**src/rtl/mips_cpu_regfile_write_arbiter.sv**
```systemverilog
// Register-file writeback arbiter: up to two round-robin grants per cycle
// onto write ports c and d, with same-register conflicts deferred.
module mips_cpu_regfile_write_arbiter #(
    parameter int NUM_REQ = 3
) (
    input  logic                   clk,
    input  logic                   reset_n,
    input  logic                   hold,
    input  logic [NUM_REQ-1:0]     req_valid,
    input  logic [NUM_REQ*5-1:0]   req_addr,
    input  logic [NUM_REQ*32-1:0]  req_data,
    output logic [NUM_REQ-1:0]     req_ready,
    output logic [4:0]             write_addr_c,
    output logic                   write_enable_c,
    output logic [31:0]            write_data_c,
    output logic [4:0]             write_addr_d,
    output logic                   write_enable_d,
    output logic [31:0]            write_data_d,
    output logic [31:0]            pending_mask
);

    localparam int PTR_W = $clog2(NUM_REQ);

    logic [4:0]       addr [NUM_REQ];
    logic [31:0]      data [NUM_REQ];
    logic [PTR_W-1:0] ptr;
    logic [PTR_W-1:0] ptr_next;
    logic [PTR_W-1:0] cur;
    logic [PTR_W-1:0] idx_a;
    logic [PTR_W-1:0] idx_b;
    logic             got_a;
    logic             got_b;

    for (genvar i = 0; i < NUM_REQ; i++) begin : g_unpack
        assign addr[i] = req_addr[5*i +: 5];
        assign data[i] = req_data[32*i +: 32];
    end

    function automatic logic [PTR_W-1:0] wrap(input int v);
        int w;
        w = v;
        if (w >= NUM_REQ) w = w - NUM_REQ;
        return w[PTR_W-1:0];
    endfunction

    // Rotating scan from ptr; a second grant may not hit the same
    // nonzero register as the first.
    always_comb begin
        req_ready = '0;
        got_a     = 1'b0;
        got_b     = 1'b0;
        idx_a     = '0;
        idx_b     = '0;
        cur       = '0;
        for (int k = 0; k < NUM_REQ; k++) begin
            cur = wrap(int'(ptr) + k);
            if (reset_n && !hold && req_valid[cur]) begin
                if (!got_a) begin
                    got_a          = 1'b1;
                    idx_a          = cur;
                    req_ready[cur] = 1'b1;
                end else if (!got_b &&
                             (addr[cur] != addr[idx_a] ||
                              addr[idx_a] == 5'd0)) begin
                    got_b          = 1'b1;
                    idx_b          = cur;
                    req_ready[cur] = 1'b1;
                end
            end
        end
        ptr_next = wrap(int'(got_b ? idx_b : idx_a) + 1);
    end

    always_ff @(posedge clk or negedge reset_n) begin
        if (!reset_n) begin
            ptr            <= '0;
            write_addr_c   <= '0;
            write_enable_c <= 1'b0;
            write_data_c   <= '0;
            write_addr_d   <= '0;
            write_enable_d <= 1'b0;
            write_data_d   <= '0;
        end else begin
            write_enable_c <= got_a && (addr[idx_a] != 5'd0);
            write_enable_d <= got_b && (addr[idx_b] != 5'd0);
            if (got_a) begin
                write_addr_c <= addr[idx_a];
                write_data_c <= data[idx_a];
                ptr          <= ptr_next;
            end
            if (got_b) begin
                write_addr_d <= addr[idx_b];
                write_data_d <= data[idx_b];
            end
        end
    end

    always_comb begin
        pending_mask = '0;
        if (write_enable_c) pending_mask[write_addr_c] = 1'b1;
        if (write_enable_d) pending_mask[write_addr_d] = 1'b1;
    end

endmodule

```
**config.mk**
```make
export PLATFORM = sky130hd
export DESIGN_NAME = mips_cpu_regfile_write_arbiter
export DESIGN_NICKNAME = d
export VERILOG_FILES = /design/src/rtl/mips_cpu_regfile_write_arbiter.sv
export SDC_FILE = /design/constraint.sdc
export NUM_CORES = 1
export LEC_CHECK = 0
export ABC_AREA = 1
export BUFFER_PORTS_ARGS = -buffer_cell sky130_fd_sc_hd__buf_2
export CORE_MARGIN = 1.5
export CORE_UTILIZATION = 50
export CTS_CLUSTER_DIAMETER = 80
export CTS_CLUSTER_SIZE = 28
export DETAILED_ROUTE_END_ITERATION = 8
export PLACE_DENSITY = 0.88
export SYNTH_ARGS = -nofsm -noshare
export SYNTH_HDL_FRONTEND = slang
export SYNTH_SLANG_ARGS = --single-unit
```
**constraint.sdc**
```tcl
create_clock -name clk -period 7.8 [get_ports clk]
set_clock_uncertainty 0.05 [all_clocks]
set_input_delay 1.17 -clock clk [delete_from_list [all_inputs] [get_ports clk]]
set_output_delay 1.17 -clock clk [all_outputs]
set_load 0.05 [all_outputs]
```
# Word-level counts from Yosys, hierarchy flattened
# Cells that the tools add are included.
# op_classes
magnitude_cmp	20
add_sub_neg	7
reduce_logical	20
n_eq_ne	2
bitwise_logic	9
muxes	74
# ops
operator	count
two-way mux 32 bit	6
binary-select mux 32 bit (select 2 bit)	2
binary-select mux 5 bit (select 2 bit)	6
two-way mux 5 bit	12
two-way mux 2 bit	16
bitwise OR 32 bit	1
two-way mux 3 bit	7
>= comparator 3 bit, second input constant	6
inverter 2 -> 3 bit	6
two-way mux 1 bit	17
logical AND 1 bit	12
< comparator 5 x 6 -> 1 bit, second input constant	2
demux 1 bit (select 5 bit)	2
>= comparator 5 x 1 -> 1 bit, second input constant	2
zero test 5 bit	2
!= test 5 bit	2
nonzero test 5 bit	2
>= comparator 3 x 2 -> 1 bit, second input constant	3
< comparator 2 x 3 -> 1 bit, second input constant	3
subtractor 2 bit, second input constant	4
adder 2 x 1 -> 3 bit, second input constant	2
binary-select mux 1 bit (select 2 bit)	3
demux 1 bit (select 2 bit)	3
>= comparator 2 x 1 -> 1 bit, second input constant	3
other kinds (5)	8
# totals
register_bits	78
input_bits	117
elab_cells	139
output_inout_bits	111

# Longest topological paths before layout
# logic_depth
ltp_word	26
depth_mapped	28
mapped_depth_nobuf	27

# Least setup slack after synthesis
# No wires, ideal clock.
# synth_path
path_type	input to output
start	in hold
end	out req_ready[2]
path_slack_ns	2.345
stages	16
arrival_time_ns	4.235
n_path_buf	0
required_time_ns	6.580
cell_sequence	inv_1 -> nand2_1 -> inv_1 -> nand2_1 -> nor2_4 -> o21ai_4 -> inv_4 -> nand3_2 -> nand2_1 -> nor2_1 -> nand2_1 -> nand2_1 -> nand2_1 -> nand2_2 -> a21oi_1 -> o311ai_0
# synth_via
elab_chain_len	18
elab_cells_between_ends	38
classes_between	eq/ne (2); mux (21); bitwise (4); reduce/logical (11)
# synth_rtl
element	line_no	source
start, declared	8	input logic hold,
zero test 1 bit *	57	if (reset_n && !hold && req_valid[cur]) begin
logical AND 1 bit *	57	
logical AND 1 bit	57	
two-way mux 2 bit	57	
inverter 2 -> 3 bit (not written as such)	63, 64	
binary-select mux 5 bit (select 2 bit)	63, 64	
two-way mux 5 bit (not written as such) (2 in a row)	63, 64	
!= test 5 bit or zero test 5 bit (tied branches)	63, 64	
logical OR 1 bit	63	(addr[cur] != addr[idx_a] ||
two-way mux 1 bit	62	end else if (!got_b &&
two-way mux 1 bit	58	if (!got_a) begin
two-way mux 1 bit	57	
zero test 1 bit	62	
logical AND 1 bit	62	
two-way mux 3 bit	62	
two-way mux 3 bit	58	
two-way mux 3 bit *	57	
end, declared	12	output logic [NUM_REQ-1:0] req_ready,
# Every way passes the cells marked *; elsewhere a longest branch is shown, timed or not. The select of a mux whose other input is x is not followed.

# Worst setup path after layout
# layout_path
start	reg ptr[0]
end	out req_ready[2]
# layout_via
elab_chain_len	20
elab_cells_between_ends	76
classes_between	add/sub (5); order compare (9); eq/ne (2); mux (42); bitwise (6); reduce/logical (12)
# layout_rtl
element	line_no	source
start, declared	26	logic [PTR_W-1:0] ptr;
start signal, assigned	89	ptr <= ptr_next;
subtractor 2 bit or >= comparator 2 bit (tied branches)	42	if (w >= NUM_REQ) w = w - NUM_REQ;
two-way mux 2 bit	42	
binary-select mux 1 bit (select 2 bit)	57	
two-way mux 1 bit (not written as such)	57	
logical AND 1 bit	57	
two-way mux 2 bit	57	
inverter 2 -> 3 bit (not written as such)	63, 64	
binary-select mux 5 bit (select 2 bit)	63, 64	
(+4 left out)	-	
two-way mux 1 bit	62	
two-way mux 1 bit	58	
two-way mux 1 bit	57	
zero test 1 bit	62	
logical AND 1 bit	62	
two-way mux 3 bit	62	
two-way mux 3 bit	58	
two-way mux 3 bit *	57	
# Marks and branches as above.

==> flow_summary_export.csv <==
group,metric,value,unit
clock_network,cts_resized,0,
die,die-area,0.0128,mm²
job,max_cap_violations,0,
detailed_routing,ant_nets,0,
worst_hold_path,hold_start,"write_data_d[6]",
finish,multiInputGateArea,0.00347,mm²
detailed_routing,vias_per_cell,5.81,
clock_network,cts_made_buffers,9,
detailed_routing,wirelength,20900,µm
clock_network,cts.hold.buffers_added,0,
sta,setup_ws,2.82,ns
setup_path,critPathLaunch,"ptr[0]",
placed_design,place_congestion,0.985,
global_routing,grt_usage,32.1,%
die,start_util,50.9,%
setup_path,crit_path_start_kind,"flip-flop",
synth,synth_most_common_cell,"nand2_1",
sta,setup_viol,0,
synth,synth_simple_gate_area_share,27.8,%
synth,synth_xor_area_share,0,%
clock_network,clkSinkCount,78,
sta,fin_crit,4.98,ns
synth,synth_ff_type,"dfrtp_1",
placed_design,dp_hpwl,14700,µm
synth,synth_cell_types,42,
clock_network,cts_tree,"done",
detailed_routing,wl_per_cell,16.9,µm
die,pin_count,228,
setup_path,critPathArrivalTime,3.76,ns
die,core,0.0119,mm²
setup_path,criticalPathCategory,"reg -> out",
sta,worstMarginPinSlew,1.09,ns
global_routing,grt_max_degree,73,
clock_network,insertion_delay,0.33,ns
synth,yosysTopAreaCellShare,32.2,%
synth,async_flop_share,100,%
placed_design,dpl_worst_slack,3.01,ns
synth,synth_top_family_by_area,"compound AO/OA/AOI/OAI gates",
placed_design,dp.cells,1223,
die,rows,40,
placed_design,portBuffers,227,
finish,fillers,1088,
synth,muxShareOfSynthArea,0,%
synth,synth_compound_area_share,28.2,%
pwr,ir_drop,272,µV
finish,final_cells,1240,
detailed_routing,drt_iter0_markers,824,
pwr,power_density,465,mW/mm²
synth,ys_ff_latch,78,
global_routing,grt_pass1_wl,33300,µm
finish,seqCellArea,0.00195,mm²
synth,syn-num-nets,1018,
synth,ys_seq_area_share,32.2,%
status,status,"completed",
sta,timing.hold.ws,0.450,ns
pwr,p_leak,0.00371,µW
sta,rsz0062_at_grt,"no",
synth,synthAdderAreaFrac,1.03,%
clock_network,cts.htree.levels,3,
clock_network,cts.path.max_buffers,2,
setup_path,worstPathMaxFanout,19,
setup_path,r2r_start,"ptr[0]",
setup_path,critPathRequiredTime,6.58,ns
clock_network,cts_setup_buffers,0,
detailed_routing,drt_first_pass_iters,6,
global_routing,grt_pass1_vias,6621,
synth,ys_warn_count,0,
synth,syn_area_per_cell,6.76,µm²
clock_network,path_clk_slew,0.06,ns
global_routing,antenna_found_initial,1,
setup_path,crit_path_end_kind,"primary output",
synth,synth_edf_count,0,
synth,synth_common_cells,"nand2_1, a21oi_1, o21ai_0, inv_1, dfrtp_1",
detailed_routing,remaining_drc_errors,0,
sta,hold_violations,0,
synth,synthCells,896,
finish,final_util,62.3,%
finish,layout.nets,1209,
sta,period_share,63.9,%
sta,fin_tns_setup,0,ns
sta,timing.slew.headroom,27.4,%
synth,ys_top_cells_by_area,"dfrtp_1, nand2_1, a21oi_1, o21ai_0, nand3_1",
die,die_h,113,µm
sta,fmaxAchievable,201,MHz
clock_network,root_buffer,"clkbuf_16",
detailed_routing,vias,7210,
finish,drive_gt1_share,27.5,%
finish,syn2layout_area_growth,22.5,%
sta,finalMaxSlewViolations,0,
global_routing,grt-ovfl-total,0,
synth,synth.cell_area,0.00606,mm²
worst_hold_path,hp-class,"reg -> reg",
die,die_w,113,µm
synth,synth_top_cell_by_area,"dfrtp_1",
state kept, by name, indices dropped and copies added, names as in the netlist:
register	count
write_data_d	32
write_addr_c	5
ptr	2
write_addr_d	5
write_enable_c	1
write_enable_d	1
write_data_c	32
final timing paths:
path,cells after the start,to,slack [ns]
max reg2reg,26,write_enable_d,3.07
min reg2reg,2,write_data_d[6],0.45
min in group asynchronous,1,write_data_c[13],0.59
max,19,req_ready[2],2.82
min,2,write_data_d[6],0.45
max in group asynchronous,2,write_data_c[16],5.96
report_power, final:
part	switching (µW)	internal [µW]
Sequential	144	606
Clock	183	219
Combinational	1740	561
Total	2060	1390
logic make-up (layout without fill, tap and decap cells):
kind of cell    count (synthesis)  count (layout)
simple gates                  390             390
flops                          78              78
compound gates                277             277
buf+inv                       146             342
other cells                     0               1
fa+ha+maj                       5               5
critical path, stage by stage, from the launching register on:
cell	delay (ns)
dfrtp_1	0.37
inv_1	0.08
ha_1	0.73
inv_2	0.25
nand2_1	0.13
a21oi_2	0.06
nand2_1	0.14
nand2_1	0.22
nand3_1	0.17
nand3_2	0.08
nand2_1	0.08
nand2_1	0.05
nand2_1	0.05
inv_1	0.03
nand2_1	0.04
nor2_1	0.04
nand2_2	0.09
a21oi_1	0.11
o311ai_0	0.34
buf_2	0.34
metrics by stage:
step / total power [µW] / area (µm²)
floorplan: 2500 / 6060
global placement: 2980 / 7140
detailed placement: 3010 / 7140
CTS: 3420 / 7420
global route: 3650 / 7420
finish: 3450 / 7420
routing by layer:
| layer | track usage, % | wire length, µm | part of all wire (%) |
|---|---|---|---|
| met2 | 53.2 | 9910 | 47 |
| met4 | 13.2 | 742 | 3.5 |
| met3 | 4.98 | 1870 | 8.9 |
| met5 | 0 | 0 | 0 |
| met1 | 42.2 | 8390 | 40 |
final cells by class:
| type | count | area share, % |
|---|---|---|
| antenna | 1 | 0.0337 |
| clock buffer | 9 | 3.03 |
| clock inverter | 7 | 0.775 |
| inverter | 95 | 4.84 |
| multi-input combinational | 672 | 46.8 |
| sequential | 78 | 26.3 |
| tap | 147 | 2.48 |
| timing repair buffer | 231 | 15.7 |
cells in the final DEF, fill, tap and decap left out, types with 3 or more instances in the layout:
cell type / instances
nor2_1: 75
ha_1: 5
buf_4: 5
inv_2: 9
a21oi_1: 95
o21a_1: 7
nand4_1: 3
nand2_2: 7
buf_2: 226
dfrtp_1: 78
o211ai_1: 16
nor3_1: 12
o21ai_0: 90
inv_1: 85
clkbuf_16: 9
nand3_1: 69
a311oi_1: 10
nand2_1: 209
o211ai_2: 18
a31oi_1: 25
nand3_2: 6
Note: power is estimated with default switching activity, not from simulation.
